File: config.mk
export PLATFORM = sky130hd
export DESIGN_NAME = decode_writeback
export DESIGN_NICKNAME = d
export VERILOG_FILES = /design/src/rtl/y86_pkg.sv /design/src/rtl/regfile_2r2w.sv /design/src/rtl/decode_writeback.sv
export SDC_FILE = /design/constraint.sdc
export NUM_CORES = 2
export LEC_CHECK = 0
export BUFFER_PORTS_ARGS = -buffer_cell sky130_fd_sc_hd__buf_2
export CELL_PAD_IN_SITES_DETAIL_PLACEMENT = 0
export CELL_PAD_IN_SITES_GLOBAL_PLACEMENT = 1
export CORE_AREA = 2 2 479 481
export DETAILED_ROUTE_END_ITERATION = 16
export DIE_AREA = 0 0 481 483
export PLACE_DENSITY = 0.53
export SYNTH_ARGS = -nofsm -noshare
export SYNTH_HDL_FRONTEND = slang
export SYNTH_SLANG_ARGS = --single-unit
export TNS_END_PERCENT = 20
File: constraint.sdc
create_clock -name clk -period 2.45 [get_ports clk]
set_clock_uncertainty 0.2 [all_clocks]
set_input_delay 0.1225 -clock clk [delete_from_list [all_inputs] [get_ports clk]]
set_output_delay 0.1225 -clock clk [all_outputs]
set_load 0.02 [all_outputs]
File: src/rtl/y86_pkg.sv
// Shared Y86-64 definitions: instruction codes, special register IDs and basic types.
package y86_pkg;

  typedef logic [3:0]  reg_id_t;
  typedef logic [63:0] word_t;

  typedef enum logic [3:0] {
    HALT  = 4'h0,
    NOP   = 4'h1,
    RRMOV = 4'h2,
    IRMOV = 4'h3,
    RMMOV = 4'h4,
    MRMOV = 4'h5,
    OPQ   = 4'h6,
    JXX   = 4'h7,
    CALL  = 4'h8,
    RET   = 4'h9,
    PUSH  = 4'hA,
    POP   = 4'hB
  } icode_e;

  localparam reg_id_t RSP   = 4'h4;
  localparam reg_id_t RNONE = 4'hF;

endpackage

File: src/rtl/regfile_2r2w.sv
// Register file with two async read ports and two sync write ports.
// Port M overrides port E on the same register; ID 0xF reads 0 and never writes.
module regfile_2r2w
  import y86_pkg::*;
#(
  parameter int DATA_W   = 64,
  parameter int NUM_REGS = 15
) (
  input  logic                               clk,
  input  logic                               rst,
  input  logic [3:0]                         ra_id_i,
  input  logic [3:0]                         rb_id_i,
  output logic [DATA_W-1:0]                  ra_o,
  output logic [DATA_W-1:0]                  rb_o,
  input  logic [3:0]                         e_id_i,
  input  logic [DATA_W-1:0]                  e_data_i,
  input  logic [3:0]                         m_id_i,
  input  logic [DATA_W-1:0]                  m_data_i,
  output logic [NUM_REGS-1:0][DATA_W-1:0]    regs_o
);

  logic [NUM_REGS-1:0][DATA_W-1:0] regs_q, regs_d;

  // Index loops keep the out-of-range ID 0xF from ever matching an entry.
  always_comb begin
    regs_d = regs_q;
    for (int i = 0; i < NUM_REGS; i++) begin
      if (e_id_i == i[3:0]) regs_d[i] = e_data_i;
      if (m_id_i == i[3:0]) regs_d[i] = m_data_i;
    end
  end

  always_comb begin
    ra_o = '0;
    rb_o = '0;
    for (int i = 0; i < NUM_REGS; i++) begin
      if (ra_id_i == i[3:0]) ra_o = regs_q[i];
      if (rb_id_i == i[3:0]) rb_o = regs_q[i];
    end
  end

  always_ff @(posedge clk) begin
    if (rst) regs_q <= '0;
    else     regs_q <= regs_d;
  end

  assign regs_o = regs_q;

endmodule

File: src/rtl/decode_writeback.sv
// Y86-64 decode and write-back stage: operand read selection, destination
// selection and the architectural register file, with all registers exported.
module decode_writeback
  import y86_pkg::*;
#(
  parameter int DATA_W   = 64,
  parameter int NUM_REGS = 15
) (
  input  logic              clk,
  input  logic              rst,
  input  logic [3:0]        iCode,
  input  logic [3:0]        rA,
  input  logic [3:0]        rB,
  input  logic              cnd,
  input  logic [DATA_W-1:0] valE,
  input  logic [DATA_W-1:0] valM,
  output logic [DATA_W-1:0] valA,
  output logic [DATA_W-1:0] valB,
  output logic [DATA_W-1:0] memreg0,
  output logic [DATA_W-1:0] memreg1,
  output logic [DATA_W-1:0] memreg2,
  output logic [DATA_W-1:0] memreg3,
  output logic [DATA_W-1:0] memreg4,
  output logic [DATA_W-1:0] memreg5,
  output logic [DATA_W-1:0] memreg6,
  output logic [DATA_W-1:0] memreg7,
  output logic [DATA_W-1:0] memreg8,
  output logic [DATA_W-1:0] memreg9,
  output logic [DATA_W-1:0] memreg10,
  output logic [DATA_W-1:0] memreg11,
  output logic [DATA_W-1:0] memreg12,
  output logic [DATA_W-1:0] memreg13,
  output logic [DATA_W-1:0] memreg14
);

  reg_id_t src_a, src_b, dst_e, dst_m;
  logic [NUM_REGS-1:0][DATA_W-1:0] regs;

  // Unused read/write slots are parked on RNONE, which reads 0 and never writes.
  always_comb begin
    src_a = RNONE;
    src_b = RNONE;
    dst_e = RNONE;
    dst_m = RNONE;
    case (icode_e'(iCode))
      RRMOV, RMMOV, OPQ, PUSH: src_a = rA;
      RET, POP:                src_a = RSP;
      default:                 src_a = RNONE;
    endcase
    case (icode_e'(iCode))
      RMMOV, MRMOV, OPQ:       src_b = rB;
      CALL, RET, PUSH, POP:    src_b = RSP;
      default:                 src_b = RNONE;
    endcase
    case (icode_e'(iCode))
      RRMOV:                   dst_e = cnd ? rB : RNONE;
      IRMOV, OPQ:              dst_e = rB;
      CALL, RET, PUSH, POP:    dst_e = RSP;
      default:                 dst_e = RNONE;
    endcase
    case (icode_e'(iCode))
      MRMOV, POP:              dst_m = rA;
      default:                 dst_m = RNONE;
    endcase
  end

  regfile_2r2w #(.DATA_W(DATA_W), .NUM_REGS(NUM_REGS)) u_rf (
    .clk      (clk),
    .rst      (rst),
    .ra_id_i  (src_a),
    .rb_id_i  (src_b),
    .ra_o     (valA),
    .rb_o     (valB),
    .e_id_i   (dst_e),
    .e_data_i (valE),
    .m_id_i   (dst_m),
    .m_data_i (valM),
    .regs_o   (regs)
  );

  assign memreg0  = regs[0];
  assign memreg1  = regs[1];
  assign memreg2  = regs[2];
  assign memreg3  = regs[3];
  assign memreg4  = regs[4];
  assign memreg5  = regs[5];
  assign memreg6  = regs[6];
  assign memreg7  = regs[7];
  assign memreg8  = regs[8];
  assign memreg9  = regs[9];
  assign memreg10 = regs[10];
  assign memreg11 = regs[11];
  assign memreg12 = regs[12];
  assign memreg13 = regs[13];
  assign memreg14 = regs[14];

endmodule

# Word level (Yosys, flattened, before mapping)
# Cells that the tools add are included.
[op_classes] add_sub_neg=0 multipliers=0 n_div=0 n_lt_le_gt_ge=0 eq_ne=65 shifts=0 muxes=65 n_bitwise=0 n_reduce_logical=25
[ops] operator="$mux 64" n=60
[ops] operator="$eq 4x4->1 const B" n=32
[ops] operator="$eq 4x3->1 const B" n=19
[ops] operator="$eq 4x2->1 const B" n=10
[ops] operator="$reduce_bool 2->1" n=15
[ops] operator="$eq 4x1->1 const B" n=4
[ops] operator="$logic_not 4->1" n=4
[ops] operator="$pmux 4 s2" n=2
[ops] operator="$pmux 4 s3" n=1
[ops] operator="$mux 4" n=2
[ops] operator="$reduce_or 4->1" n=2
[ops] operator="$reduce_or 2->1" n=3
[ops] operator="$reduce_or 3->1" n=1
[totals] register_bits=960 latch_bits=0 ram_bits=0 mem_bits_ro=0 inputBits=143 n_memories=0

# Longest topological paths before layout
[depth] depth_word=19 ltp_mapped=12 ltp_nobuf=6

# By module
# From an unflattened synthesis, not the netlist that was laid out.
[unflattened] cells_unflattened=7159 hier_area_um2=61028.5
[by_module_without_submodules] mod="regfile_2r2w" n_inst=1 cells_each=7115 area_each_um2=60737.0 seq_area_each_um2=19218.4
[by_module_without_submodules] mod="decode_writeback" n_inst=1 cells_each=44 area_each_um2=291.5 seq_area_each_um2=0.0

# Worst setup path after synthesis
# No wires, ideal clock.
[synth_path] kind="in2out" from="input iCode[0]" to="output valB[53]" arrival_ns=2.271 required_ns=2.128 slack_ns=-0.144 stages=11 cell_sequence="buf_2 a21bo_2 buf_2 buf_2 nor3_2 buf_2 buf_4 a22oi_1 o22ai_1 nor4_1 nor3_1"
[synth_via] elab_chain_len=19
[synth_lines] element="start, declared" line_no="decode_writeback.sv:11" source="input logic [3:0] iCode,"
[synth_lines] element="$eq 4x4->1 / $eq 4x3->1 (equally long branches)" line_no="decode_writeback.sv:50" source="case (icode_e'(iCode))"
[synth_lines] element="$reduce_or 4->1 / $reduce_or 3->1 (equally long branches)" line_no="decode_writeback.sv:50"
[synth_lines] element="$pmux 4 s2 (*)" line_no="decode_writeback.sv:50"
[synth_lines] element="$logic_not 4->1" line_no="regfile_2r2w.sv:38" source="if (rb_id_i == i[3:0]) rb_o = regs_q[i];"
[synth_lines] element="$mux 64 (14 in series)" line_no="regfile_2r2w.sv:38"
[synth_lines] element="$mux 64 (*)" line_no="regfile_2r2w.sv:38"
[synth_lines] element="end, declared" line_no="decode_writeback.sv:18" source="output logic [DATA_W-1:0] valB,"
# Every way passes the cells marked *; elsewhere a longest branch is shown, timed or not.

# Final worst setup path
[layout_path] from="register u_rf.regs_q, in the netlist u_rf.regs_o[190]" to="output valB[62]"
[layout_via] elab_chain_len=13
[layout_lines] element="start, declared" line_no="regfile_2r2w.sv:22" source="logic [NUM_REGS-1:0][DATA_W-1:0] regs_q, regs_d;"
[layout_lines] element="start signal, assigned" line_no="regfile_2r2w.sv:44" source="else regs_q <= regs_d;"
[layout_lines] element="$mux 64 (13 in series)" line_no="regfile_2r2w.sv:38"
# Every way passes these cells.

==> impl_metrics.csv <==
group,metric,value,unit
outcome,outcome,"finished with violations",
outcome,violations,"negative setup slack",
placed_design,pre_cts_ws,-1.41,ns
critical_path,cpPeakStageDelay,0.74,ns
drt,drtIter0Drc,10100,
grt,top_usage_layer,"met2",
critical_path,critPathMaxFanout,2,
critical_path,slowest_stage,"a222oi_1",
sta,relSlewSlack,29.2,%
floorplanning,die_h,483,um
yosys,synthCells,7071,
grt,grt_pass1_vias,75900,
grt,met2_usage,74.5,%
floorplanning,fp.dieArea,232000,um2
drt,drc_errors,0,
critical_path,critPathLaunchType,"flop",
grt,grt_pass1_wl,749000,um
hold_path,hold_class,"input port to flop",
placed_design,portBuffers,1230,
grt,grt_usage,47.8,%
critical_path,worst-path-buf-inv,2,
drt,firstDrtPassIters,8,
drt,postRouteAntennaNets,0,
grt,grt_max_degree,110,
cells_and_area,largest_register_ffs,960,
job,cap_viol_max_count,0,
floorplanning,io_pins,1231,
yosys,syn_nets,7214,
yosys,ys_types,87,
cts,clock_path_buffers,3,
drt,routed_wirelength,582000,um
sta,holdWs,0.160,ns
yosys,seq_area_frac_synth,32.4,%
cts,cts_root_buf,"clkbuf_16",
critical_path,required,2.13,ns
sta,min_period,3.59,ns
power,p_leak,39.9,nW
critical_path,cp.arrival,3.27,ns
power,powerDensity,520,nW/um2
grt,grt_antenna_before_repair,61,
grt,use_met1,51.6,%
drt,routedWlPerCell,45.6,um
yosys,synth_edf_count,0,
sta,tightest_slew,1.06,ns
cts,clock_latency,0.83,ns
sta,hold_viol_final,0,
floorplanning,start_util,26.1,%
placed_design,hpwl,445000,um
sta,timing.final.crit_share,147,%
sta,setup_violations,128,
sta,drv_slew,0,
cts,clock_sinks,960,
cells_and_area,drive_gt1_share,40.9,%
cts,cts_tree,"done",
yosys,yosysWarnings,0,
cts,htree_levels,4,
sta,rsz0062_at_grt,"true",
cells_and_area,filler_cell_count,22900,
drt,vias_per_cell,6.28,
placed_design,gp_congestion,1.02,
grt,use_met3,12.8,%
yosys,syn_area,59300,um2
drt,via_count,80200,
critical_path,path_cells,"mux2_2, a222oi_1, o221ai_1, buf_4, a221oi_2, nand2_2, buf_6",
cells_and_area,syn2layout_area_growth,62.3,%
sta,setup_tns,-87.19,ns
yosys,synth-seq-cells,960,
critical_path,worstSetupEndpointType,"primary output",
cells_and_area,nets,9776,
power,vdd_drop_max,0.421,mV
cts,cts_buffers,135,
grt,overflow,0,
yosys,synth-async-reset-ratio,0,%
cts,clk_pin_slew,0.06,ns
sta,fin_ws,-1.14,ns
sta,fmax,279,MHz
critical_path,path_class,"flop to primary output",
floorplanning,rows,175,
yosys,synth.avg_cell_area,8.38,um2
floorplanning,die_x,481,um
critical_path,cpLargestDelayFamily,"compound AO/OA/AOI/OAI gates",
floorplanning,core,227000,um2
yosys,synthFlopType,"dfxtp_1",
-- kinds of logic after synthesis --
kind of cell	synth area share, %
flops	32.4
simple gates	11.1
mux	17.1
buf+inv	7.13
compound gates	32.2
-- layer usage --
layer | share of wire [%] | vias up
met5 | 0.019 | -
li1 | - | 32400
met1 | 35 | 40000
met2 | 44 | 5675
met3 | 8.7 | 2031
met4 | 12 | 16
-- Yosys cell counts, types with 11 or more instances --
cell type / instances / area share [%]
a211o_1: 30 / 0.44
a211oi_1: 981 / 12
a21o_1: 14 / 0.18
a21oi_1: 248 / 2.1
a221o_1: 63 / 1.1
a221oi_1: 106 / 1.6
a222oi_1: 50 / 0.84
a22o_1: 64 / 0.95
a22oi_1: 251 / 3.2
a31oi_1: 27 / 0.29
a32oi_1: 36 / 0.53
and2_1: 19 / 0.20
buf_1: 45 / 0.29
buf_2: 323 / 2.7
buf_4: 56 / 0.71
buf_6: 25 / 0.48
clkbuf_1: 450 / 2.9
dfxtp_1: 960 / 32
inv_1: 12 / 0.076
mux2i_1: 989 / 17
nand2_1: 186 / 1.2
nand2b_1: 24 / 0.25
nand3_1: 56 / 0.47
nand4_1: 34 / 0.36
nor2_1: 1140 / 7.2
nor2b_1: 11 / 0.12
nor3_1: 65 / 0.55
o2111a_1: 11 / 0.21
o211ai_1: 42 / 0.53
o21ai_0: 231 / 2.0
o21ai_1: 15 / 0.13
o21bai_1: 11 / 0.14
o221ai_1: 40 / 0.59
o22a_1: 11 / 0.16
o22ai_1: 192 / 2.0
o2bb2ai_1: 26 / 0.38
o31ai_1: 18 / 0.23
o32ai_1: 22 / 0.33
o41a_1: 21 / 0.40
or3_1: 15 / 0.16
-- power by group --
part | switching, mW | leakage [nW] | internal (mW)
clock network | 8.67 | 2.16 | 11.8
logic | 7.88 | 29.9 | 4.54
registers | 0.945 | 7.82 | 16.1
-- path summary, 6_finish.rpt --
kind	start	end	slack, ns	cells past startpoint
worst max-delay path	u_rf.regs_o[190]	valB[62]	-1.14	7
worst min-delay path	valE[51]	u_rf.regs_o[499]	0.16	4
worst max register to register	u_rf.regs_o[917]	u_rf.regs_o[917]	0.82	3
worst min register to register	u_rf.regs_o[475]	u_rf.regs_o[475]	0.33	2
-- final cells by class --
class / count / area (um2) / share of cell area (%)
Sequential cell: 960 / 19300 / 20.1
Antenna cell: 33 / 82.6 / 0.0859
Clock inverter: 39 / 415 / 0.432
Multi-Input combinational cell: 5199 / 39900 / 41.5
Tap cell: 3009 / 3760 / 3.92
Timing Repair Buffer: 3324 / 28600 / 29.8
Clock buffer: 188 / 3930 / 4.09
Inverter: 13 / 52.6 / 0.0547
-- what timing repair did --
action / in CTS / in global routing
pin swaps: 160 / 208
buffers inserted: 173 / 109
endpoints found under the setup margin: 129 / 160
cloned: 7 / 6
hold buffers: 180 / 0
gates resized for setup: 596 / 539
hold endpoints to repair: 960 / 0
-- cells in the final DEF, fill, tap and decap left out, drive strengths merged, types with 63 or more instances in the layout --
cell            n
nand2         186
a221oi        106
nor3           66
buf          3133
nor2         1140
dfxtp         960
o22ai         192
mux2i         989
clkbuf        196
a221o          63
a22o           64
a21oi         250
o21ai         249
dlygate4sd3   180
a211oi        988
a22oi         252
-- through the flow --
stage          total power, mW  instance area, um2  instances  util [%]
2_1_floorplan             21.2               59300       7071         -
3_3_place_gp              27.8               82500      12100      36.4
3_5_place_dp              27.9               82500      12100      36.4
4_1_cts                   49.0               93100      12700      41.0
5_1_grt                   50.6               96100      12700      42.4
6_report                  50.0               96100      12800      42.4
-- worst reg2reg max path: cells and delay by family (launching register included) --
kind | cells | cell delay (ns)
flip-flops | 1 | 0.80
AND/OR/NAND/NOR | 1 | 0.05
buffers and inverters | 1 | 0.27
AO/OA/AOI/OAI | 1 | 0.22
Power figures use the tool's default switching activity.
